--- config.mk ---
export PLATFORM = sky130hd
export DESIGN_NAME = rev_serial_shifter
export DESIGN_NICKNAME = d
export VERILOG_FILES = /design/src/rtl/rev_serial_shifter.sv
export SDC_FILE = /design/constraint.sdc
export NUM_CORES = 1
export LEC_CHECK = 0
export ABC_AREA = 1
export CAP_MARGIN = 20
export CORE_MARGIN = 5
export CORE_UTILIZATION = 52
export DETAILED_ROUTE_END_ITERATION = 10
export GPL_TIMING_DRIVEN = 0
export PLACE_DENSITY = 0.89
export SLEW_MARGIN = 20
export SYNTH_ARGS = -nofsm -noshare
export SYNTH_HDL_FRONTEND = slang
export SYNTH_SLANG_ARGS = --single-unit
--- constraint.sdc ---
create_clock -name clk -period 4 [get_ports clk]
set_clock_uncertainty 0.15 [all_clocks]
set_input_delay 0.6 -clock clk [delete_from_list [all_inputs] [get_ports clk]]
set_output_delay 0.6 -clock clk [all_outputs]
set_load 0.05 [all_outputs]
--- src/rtl/rev_serial_shifter.sv ---
// Multi-cycle shifter that moves one bit per clock: SRL, SLA with sticky
// overflow, ROL, and a pass-through mode, under a start/busy/done handshake.
module rev_serial_shifter #(
  parameter int WIDTH = 16,
  parameter int CNT_W = 4
) (
  input  logic             clk,
  input  logic             rst_n,
  input  logic             start,
  input  logic [WIDTH-1:0] shift_in,
  input  logic [CNT_W-1:0] shift_val,
  input  logic [1:0]       mode,
  output logic             busy,
  output logic             done,
  output logic [WIDTH-1:0] shift_out,
  output logic             ovf
);

  localparam logic [1:0] ST_IDLE = 2'd0;
  localparam logic [1:0] ST_RUN  = 2'd1;
  localparam logic [1:0] ST_DONE = 2'd2;

  localparam logic [1:0] MODE_SRL = 2'd0;
  localparam logic [1:0] MODE_SLA = 2'd1;
  localparam logic [1:0] MODE_ROL = 2'd2;

  // Handshake: a start is accepted only in IDLE or DONE; busy marks RUN,
  // done is a one-cycle pulse during which shift_out and ovf are final.
  logic [1:0]       state;
  logic [WIDTH-1:0] data_reg;
  logic [CNT_W-1:0] cnt;
  logic [1:0]       mode_reg;
  logic             ovf_reg;

  logic             accept;
  logic [WIDTH-1:0] step_data;
  logic             step_ovf;

  assign accept = start && ((state == ST_IDLE) || (state == ST_DONE));

  always_comb begin
    step_data = data_reg;
    step_ovf  = 1'b0;
    case (mode_reg)
      MODE_SRL: step_data = {1'b0, data_reg[WIDTH-1:1]};
      MODE_SLA: begin
        step_data = {data_reg[WIDTH-2:0], 1'b0};
        // Overflow when the sign bit would change, judged before the shift.
        step_ovf  = data_reg[WIDTH-1] ^ data_reg[WIDTH-2];
      end
      MODE_ROL: step_data = {data_reg[WIDTH-2:0], data_reg[WIDTH-1]};
      default:  step_data = data_reg;
    endcase
  end

  always_ff @(posedge clk or negedge rst_n) begin
    if (!rst_n) begin
      state    <= ST_IDLE;
      data_reg <= '0;
      cnt      <= '0;
      mode_reg <= '0;
      ovf_reg  <= 1'b0;
    end else begin
      case (state)
        ST_RUN: begin
          data_reg <= step_data;
          cnt      <= cnt - CNT_W'(1);
          ovf_reg  <= ovf_reg | step_ovf;
          if (cnt == CNT_W'(1)) state <= ST_DONE;
        end
        default: begin
          if (accept) begin
            data_reg <= shift_in;
            cnt      <= shift_val;
            mode_reg <= mode;
            ovf_reg  <= 1'b0;
            state    <= (shift_val == '0) ? ST_DONE : ST_RUN;
          end else begin
            state <= ST_IDLE;
          end
        end
      endcase
    end
  end

  assign busy      = (state == ST_RUN);
  assign done      = (state == ST_DONE);
  assign shift_out = data_reg;
  assign ovf       = ovf_reg;

endmodule

==> summary.txt <==
Die H: 66.76 um
Fillers: 261
DRC errors left: 0
Nets: 334
TNS Setup: 0 ns
Hold slack: 0.08723 ns
Non-filler cells, final: 347
Synth Net Count: 286
Largest net degree at the start of global routing: 26
CTS H-tree lvls: 1
Seq/Total Area, Yosys: 37.34%
Post-Synthesis Cells: 256
YS warnings: 0
Max-slew violation count: 0
Initial Utilization: 54.43%
First-pass GRT wire length: 7.258 mm
Die area: 4457 um2
Post-route setup slack: 1.263 ns
Core Area: 3078 um2
TritonCTS clock tree: yes
Worst skew pair latency: 0.33 ns
Yosys reg bits: 25
Hpwl dp: 3.155 mm
Share of layout cells above drive strength 1: 7.921%
Setup bufs post-CTS: 0
Status: finished clean
Via count of the first global-routing pass: 1626
Unique cell type count in the Yosys netlist: 21
Final setup viols: 0
Drt pass-1 iters: 4
Rows: 20
# port buffers: 43
CP max FO: 10
Hold Crit Class: input pin to async pin
Placed cells: 343
Clk sink count: 25
Initial DRC count: 87
Worst slew pin tran: 0.5791 ns
Tmin final: 2.737 ns
Crit path DAT: 1.99 ns
Placer Congestion: 0.8296
Max cap viols: 0
Post-synthesis cell area: 1675 um2
Tcrit/Tclk final: 68.42%
GRT Util Overall: 21.01%
Ys flop type: dfrtp_1
Wire per inst: 12.40 um
Antenna violations before repair: 0
I/O Pins: 44
Kind of critical path: flop to output port
Die W: 66.76 um
FF-to-FF Start: mode_reg[1]
Post-cts sizing count: 0
Worst setup SP type: flop
Total Wirelength: 4.303 mm
Routed vias: 1732
Root Driver: clkbuf_4
Async set-reset flop share out of synthesis: 100.0%
Number of vias per cell: 4.991
Maximum clock rate: 0.3654 GHz
Ant. Diodes: 0
Clock-pin transition on the worst setup and hold timing paths: 0.15 ns
Slew margin rel.: 61.40%
ANT nets after route: 0
Max reg flops: 16
Total gr overflow: 0
Pre-CTS WS: 1.661 ns
Layout area overhead: 30.25%
Critical Path RT: 3.25 ns
Mean area per synthesized cell: 6.544 um2
Total CTS buffers: 3
Post-CTS Hold Buffers: 0
Max Root-Sink Buffers: 2
RSZ-0062 raised after global routing: no
CP startpoint: state[0]
Final Hold Fails: 0
Setup crit end kind: output port
Number of synthesized flops with an enable pin: 0
## path summary, 6_finish.rpt
path	to	slack [ns]	depth (start not counted)
max in group asynchronous	shift_out[3]	3.22	1
min	shift_out[15]	0.09	1
min in group clk	ovf	0.35	2
max reg2reg	shift_out[4]	2.24	9
max	busy	1.26	4
min reg2reg	ovf	0.35	2
## layout make-up
class                   instances  area (um2)  share of cell area (%)
plain buffers                  11       78.83                   3.612
flip-flops and latches         25       625.6                   28.67
multi-input cells             191       862.1                   39.51
inverters                      29       108.9                   4.989
well taps                      44       55.05                   2.523
repair buffers                 43       425.4                   19.50
clock buffers                   4       26.28                   1.204
## cell usage in the layout (no fill, tap or decap), types with 5 or more instances in the layout
cell type,n
ha_1,5
inv_1,26
nor2_1,34
buf_2,7
clkdlybuf4s50_1,42
nand2_1,103
o21ai_1,9
nand3_1,19
dfrtp_1,25
o21ai_0,8
## stage by stage
stage               utilization, %  area (um2)
finish                       70.89        2182
global route                 70.89        2182
CTS                          70.89        2182
detailed placement           70.04        2156
global placement             70.20        2161
floorplan                        -        1675
## cell usage after synthesis (2+ instances only)
cell type	count	area, um2
nor2_1	34	127.6
inv_1	26	97.59
nand2_4	3	33.78
inv_2	2	7.510
nand2_1	103	386.6
buf_2	6	30.03
dfrtp_1	25	625.6
nand3_1	19	95.09
nor2_2	2	12.51
ha_1	5	62.56
buf_6	3	33.78
o21ai_0	8	40.04
buf_4	2	15.01
o21ai_1	9	45.04
o211ai_1	3	22.52
## layer usage
metal,global-route usage [%],part of all wire [%]
met5,0,0
met4,3.807,0.46
met3,3.710,6.7
met2,37.13,51
met1,26.81,42
## kinds of logic after synthesis
group                      synth area share (%)
buffers and inverters                     11.20
AOI/OAI and AO/OA                         7.319
and+or+nand+nor                           39.88
adders and majority gates                 3.734
xor gates and xnor gates                 0.5229
DFF                                       37.34
## worst max-delay path, stage by stage, from the launching register on
cell and delay, ns:
dfrtp_1 0.41, inv_2 0.05, nor2_1 0.11, buf_2 0.24
clkdlybuf4s50_1 0.84
Power is left out: the tool's default activity adds up to more than one toggle a clock period on the data nets, which glitch-free logic cannot reach.
